--- src/rtl/inst_fetch_pkg.sv ---
// inst_fetch_pkg: shared widths, constants and types for the instruction fetch stage
package inst_fetch_pkg;
  localparam int INST_ADDR_W = 32;
  localparam int INST_DATA_W = 32;
  typedef logic [INST_ADDR_W-1:0] inst_addr_t;
  typedef logic [INST_DATA_W-1:0] inst_data_t;
  localparam inst_data_t ZERO_WORD = '0;
  localparam logic CHIP_ENABLE = 1'b1;
  localparam logic CHIP_DISABLE = 1'b0;
  localparam inst_addr_t RESET_PC_DEFAULT = 32'h0000_0000;
  typedef struct packed {
    logic       valid;
    inst_addr_t target;
  } pend_t;
endpackage

--- src/rtl/inst_fetch_if_id_reg.sv ---
// if_id_reg: IF/ID pipeline register with hold, bubble and flush
module if_id_reg
  import inst_fetch_pkg::*;
(
  input  logic       clk,
  input  logic       rst,
  input  logic       ce_i,
  input  logic       flush_i,
  input  logic       stall_if_i,
  input  logic       stall_id_i,
  input  inst_addr_t pc_i,
  input  inst_data_t inst_i,
  output inst_addr_t id_pc_o,
  output inst_data_t id_inst_o
);
  inst_addr_t pc_q, pc_d;
  inst_data_t inst_q, inst_d;
  logic zero, hold;
  // flush or a disabled ROM yields zeros; ID stall holds; IF-only stall inserts a bubble
  always_comb begin
    zero   = flush_i | !ce_i | (stall_if_i & !stall_id_i);
    hold   = !flush_i & ce_i & stall_id_i;
    pc_d   = hold ? pc_q : zero ? '0 : pc_i;
    inst_d = hold ? inst_q : zero ? ZERO_WORD : inst_i;
  end
  // register update
  always_ff @(posedge clk) begin
    if (rst) begin
      pc_q   <= '0;
      inst_q <= ZERO_WORD;
    end else begin
      pc_q   <= pc_d;
      inst_q <= inst_d;
    end
  end
  assign id_pc_o   = pc_q;
  assign id_inst_o = inst_q;
endmodule

--- src/rtl/inst_fetch.sv ---
// inst_fetch: PC, ROM enable and pending-branch logic feeding the IF/ID register
module inst_fetch
  import inst_fetch_pkg::*;
#(
  parameter inst_addr_t RESET_PC = RESET_PC_DEFAULT,
  parameter int         PC_STEP  = 4
) (
  input  logic       clk,
  input  logic       rst,
  input  logic       stall_if_i,
  input  logic       stall_id_i,
  input  logic       branch_flag_i,
  input  inst_addr_t branch_target_i,
  input  logic       flush_i,
  input  inst_addr_t flush_pc_i,
  output logic       rom_ce_o,
  output inst_addr_t rom_addr_o,
  input  inst_data_t rom_inst_i,
  output inst_addr_t id_pc_o,
  output inst_data_t id_inst_o,
  output logic       misalign_o
);
  logic       ce_q;
  inst_addr_t pc_q, pc_d, tgt;
  pend_t      pend_q, pend_d;
  logic       mis_q, mis_d, stall, redir;
  // next-PC priority: flush, stall (latch branch), pending/branch redirect, sequential
  always_comb begin
    stall  = stall_if_i | stall_id_i;
    redir  = flush_i | (!stall & (pend_q.valid | branch_flag_i));
    tgt    = flush_i ? flush_pc_i : branch_flag_i ? branch_target_i : pend_q.target;
    pc_d   = !ce_q ? pc_q : redir ? tgt : stall ? pc_q : pc_q + inst_addr_t'(PC_STEP);
    pend_d = !ce_q ? pend_q : flush_i ? '0 :
             stall ? (branch_flag_i ? {1'b1, branch_target_i} : pend_q) : '0;
    mis_d  = (ce_q & redir) ? |tgt[1:0] : mis_q;
  end
  // PC, chip enable, pending branch and misalignment state
  always_ff @(posedge clk) begin
    if (rst) begin
      ce_q   <= CHIP_DISABLE;
      pc_q   <= RESET_PC;
      pend_q <= '0;
      mis_q  <= 1'b0;
    end else begin
      ce_q   <= CHIP_ENABLE;
      pc_q   <= pc_d;
      pend_q <= pend_d;
      mis_q  <= mis_d;
    end
  end
  assign rom_ce_o   = ce_q;
  assign rom_addr_o = pc_q;
  assign misalign_o = mis_q;
  if_id_reg u_if_id (
    .clk        (clk),
    .rst        (rst),
    .ce_i       (ce_q),
    .flush_i    (flush_i),
    .stall_if_i (stall),
    .stall_id_i (stall_id_i),
    .pc_i       (pc_q),
    .inst_i     (rom_inst_i),
    .id_pc_o    (id_pc_o),
    .id_inst_o  (id_inst_o)
  );
endmodule

--- config.mk ---
export PLATFORM = sky130hd
export DESIGN_NAME = inst_fetch
export DESIGN_NICKNAME = d
export VERILOG_FILES = /design/src/rtl/inst_fetch_pkg.sv /design/src/rtl/inst_fetch_if_id_reg.sv /design/src/rtl/inst_fetch.sv
export SDC_FILE = /design/constraint.sdc
export NUM_CORES = 1
export LEC_CHECK = 0
export BUFFER_PORTS_ARGS = -buffer_cell sky130_fd_sc_hd__buf_2
export CAP_MARGIN = 20
export CORE_ASPECT_RATIO = 1.2
export CORE_MARGIN = 2
export CORE_UTILIZATION = 40
export CTS_BUF_LIST = sky130_fd_sc_hd__clkbuf_4 sky130_fd_sc_hd__clkbuf_8
export DETAILED_ROUTE_END_ITERATION = 10
export SLEW_MARGIN = 20
export SYNTH_ARGS = -nofsm -noshare
export SYNTH_HDL_FRONTEND = slang
export SYNTH_HIERARCHICAL = 1
export SYNTH_SLANG_ARGS = --single-unit
--- constraint.sdc ---
create_clock -name clk -period 4.87 [get_ports clk]
set_input_delay 0.2435 -clock clk [delete_from_list [all_inputs] [get_ports clk]]
set_output_delay 0.2435 -clock clk [all_outputs]
set_load 0.03 [all_outputs]
==> metrics.md <==
| Metric | Value |
|---|---|
| Worst Path Max Fanout | `69` |
| Area inside the core boundary | `15700 sq um` |
| Power density normalized to cell area | `308 nW/um^2` |
| Total vias in the final route | `6276` |
| Layout Skew | `8.29 ps` |
| CP bufs+invs | `3` |
| Final design utilization | `0.502` |
| Share of the clock period used by the worst path after layout | `0.560` |
| Largest net degree at the start of global routing | `119` |
| Clock sink count | `131` |
| Share of async-settable or async-resettable flops after synthesis | `0` |
| Post-synthesis sequential element count | `131` |
| Most common flop cell mapped by yosys | `dfxtp_1` |
| R2R cell count | `6` |
| Count of mapped cells out of synthesis | `760` |
| Cells traversed along the worst timing path | `buf_4, nor2_4, clkinv_2, a21boi_4, buf_4, nand2_1, or4b_1, a31oi_1` |
| Max-cap viol count | `0` |
| Warnings, synthesis | `6` |
| Worst path top cell family by delay | `buffers and inverters` |
| Max-slew headroom | `0.337` |
| Arrival time of the worst setup path | `3110 ps` |
| Placed Instance Area | `7450 sq um` |
| Final sum of negative setup slack | `0 ps` |
| Antenna diode instance count | `0` |
| Count of unique library cells instantiated by Yosys | `67` |
| Routability Congestion | `0.804` |
| Antenna violations before repair | `0` |
| Sequential element share of the synthesized area | `0.405` |
| Nature of the critical path startpoint | `input port` |
| CP Class | `input port to flop` |
| WL/cell | `16.8 um` |
| Die height | `143 um` |
| CTS root buffer | `clkbuf_8` |
| Maximum single-stage delay on the critical path | `710 ps` |
| TritonCTS clock tree | `done` |
| Worst hold path cell count | `3` |
| Die Span X | `120 um` |
| Net count after synthesis | `863` |
| Non-Filler Cell Area, Final | `7880 sq um` |
| WHS Endpoint | `pend_q[8]` |
| Transition time at the pin with the least slew margin | `994 ps` |
| CP required | `5250 ps` |
| Max H-tree Level | `4` |
| Clock insertion delay at the later pin of the skew report | `450 ps` |
| Net count of the finished layout | `1028` |
| Final Critical Period | `2730 ps` |
| Post-CTS setup buffers | `0` |
| Row cnt | `50` |
| RSZ-0062 raised after global routing | `false` |
| Highest attainable clock frequency | `367 MHz` |
| Hold buffer count at cts | `0` |
| Effective utilization at floorplan | `0.412` |
| Syn Std Cell Area | `6470 sq um` |
| First-pass GRT wire length | `29800 um` |
| Layout-stage area growth over the synthesis result | `21.7%` |
| Number of buffers on the longest clock path | `2` |
| Mean Syn Cell Area | `8.52 sq um` |
| Port Buffers | `199` |
| Final Hold Violating Endpoints | `0` |
| Worst hold path startpoint | `branch_target_i[8]` |
| Static power due to leakage | `0.00314 uW` |
| Ratio of routed vias to standard cells | `5.48` |
| Result of the run | `finished, final reports clean` |
| Via count of the first global-routing pass | `5711` |
| GRT Util Overall | `0.217` |
| VDD IR-drop max | `0.000147 V` |
| Register-to-Register Setup Slack | `2410 ps` |
| Iter 0 DRT Violations | `432` |
| Total overflow reported by the global router | `0` |
| Number of pins exceeding their max-slew limit in the final report | `0` |
| Number of resized instances in the post-cts repair step | `0` |
| Layout cells sized above 1 | `0.293` |
| First-pass DRT Iterations | `5` |
| FF-to-FF Start | `rom_addr_o[2]` |
| Final antenna-violating net count | `0` |
| Die footprint | `17200 sq um` |
| Worst hold slack | `51.5 ps` |
| Routed WL | `19200 um` |
| Number of buffers added by the clock tree synthesis step | `17` |
| Endpoint of the worst-slack reg-to-reg timing path | `rom_addr_o[22]` |
| CTS clock-pin slew for the worst setup and hold paths | `80 ps` |
| Number of failing setup endpoints in the final timing report | `0` |
| Cell repeated most along the worst path | `buf_4` |
| Number of design rule violations left after detail routing | `0` |
| Classification of the worst-slack hold path | `input port to flop` |
| Max stage delay cell, worst path | `clkinv_2` |
| Kind of end point of the critical path | `flop` |
| Total I/O pin count | `200` |
| Number of synthesized flops with an enable pin | `0` |
| Half-perimeter wire length after detailed placement | `13000 um` |
==> metrics by stage <==
| stage | total power (uW) | std cells | setup WS (ps) |
|---|---|---|---|
| 2_1_floorplan | 1350 | 760 | 2590 |
| 6_report | 2420 | 1146 | 2140 |
| 4_1_cts | 2440 | 1146 | 2450 |
| 5_1_grt | 2520 | 1146 | 1910 |
| 3_3_place_gp | 1460 | 1114 | 2120 |
| 3_5_place_dp | 1460 | 1114 | 2090 |
==> cells in the mapped netlist, drive strengths merged, types with 6 or more instances <==
cell type,number,area (sq um)
clkbuf,28,111
nand4,16,100
nand2,113,427
o31ai,6,45.0
a22oi,37,278
or3b,65,569
a31oi,9,56.3
nor3,16,80.1
o211ai,9,67.6
nor2,52,203
a21oi,96,529
nand3,10,60.1
buf,34,250
nor4,7,58.8
o21ai,32,160
inv,6,22.5
dfxtp,131,2620
mux2i,29,290
==> registers in the layout (all words and copies together) (netlist names) <==
register / flops
misalign_o: 1
pend_q: 33
rom_addr_o: 32
rom_ce_o: 1
u_if_id/id_inst_o: 32
u_if_id/id_pc_o: 32
==> worst max path at each step <==
stage / from / end / slack (ps) / depth (start not counted)
CTS: rom_addr_o[2] / rom_addr_o[22] / 2450 / 6
global route: stall_id_i / rom_addr_o[23] / 1910 / 8
finish: stall_id_i / rom_addr_o[22] / 2140 / 8
detailed placement: stall_id_i / rom_addr_o[23] / 2090 / 8
floorplan: rom_addr_o[2] / rom_addr_o[22] / 2590 / 6
global placement: stall_id_i / rom_addr_o[25] / 2120 / 8
==> per-layer routing <==
metal / vias to the layer above / global-route usage / wire [um]
met3: 18 / 0.0492 / 1380
li1: 3124 / - / -
met2: 222 / 0.342 / 8580
met5: - / 0 / 0
met4: 0 / 0.0706 / 265
met1: 2912 / 0.295 / 9010
==> cells in the final DEF, fill, tap and decap left out, types with 3 or more instances in the layout <==
master / n
nor2_1: 51
mux2i_1: 29
nand3_1: 8
o21ai_0: 30
a211oi_1: 3
o22ai_1: 5
or4_1: 3
inv_1: 4
clkinv_4: 6
nand4_1: 16
mux2_2: 5
nor4_1: 6
a21oi_2: 11
nand2_1: 112
a311oi_1: 3
nor3_1: 15
clkbuf_8: 18
dfxtp_1: 131
or3b_1: 64
a21oi_1: 84
buf_4: 12
a31oi_1: 9
and3_1: 4
buf_2: 198
and2_1: 4
clkinv_2: 3
bufinv_16: 3
a22oi_1: 37
o31ai_1: 6
o211ai_1: 9
==> cell type report <==
cell class                      count  area [sq um]
Tap cell                          208           260
Clock buffer                       18           248
Inverter                            6          23.8
Fill cell                        1573          7820
Timing Repair Buffer              210          1080
Sequential cell                   131          2620
Multi-Input combinational cell    559          3470
Clock inverter                     14           178
==> report_power, final <==
group / internal (uW) / switching [uW]
logic: 109 / 194
registers: 1090 / 35.1
clock network: 525 / 466
total: 1730 / 696
==> logic make-up after synthesis <==
kind of cell	count (synthesis)	share of synthesized area
adders and majority gates	1	0.00193
AOI/OAI and AO/OA	222	0.220
muxes	34	0.0535
buffers and inverters	70	0.0620
DFF	131	0.405
and+or+nand+nor	302	0.257
==> tightest hold or removal path, cell delays in order <==
cell,delay [ps]
buf_2,90
a22oi_1,70
nor2_1,70
Note: power is estimated with default switching activity, not from simulation.
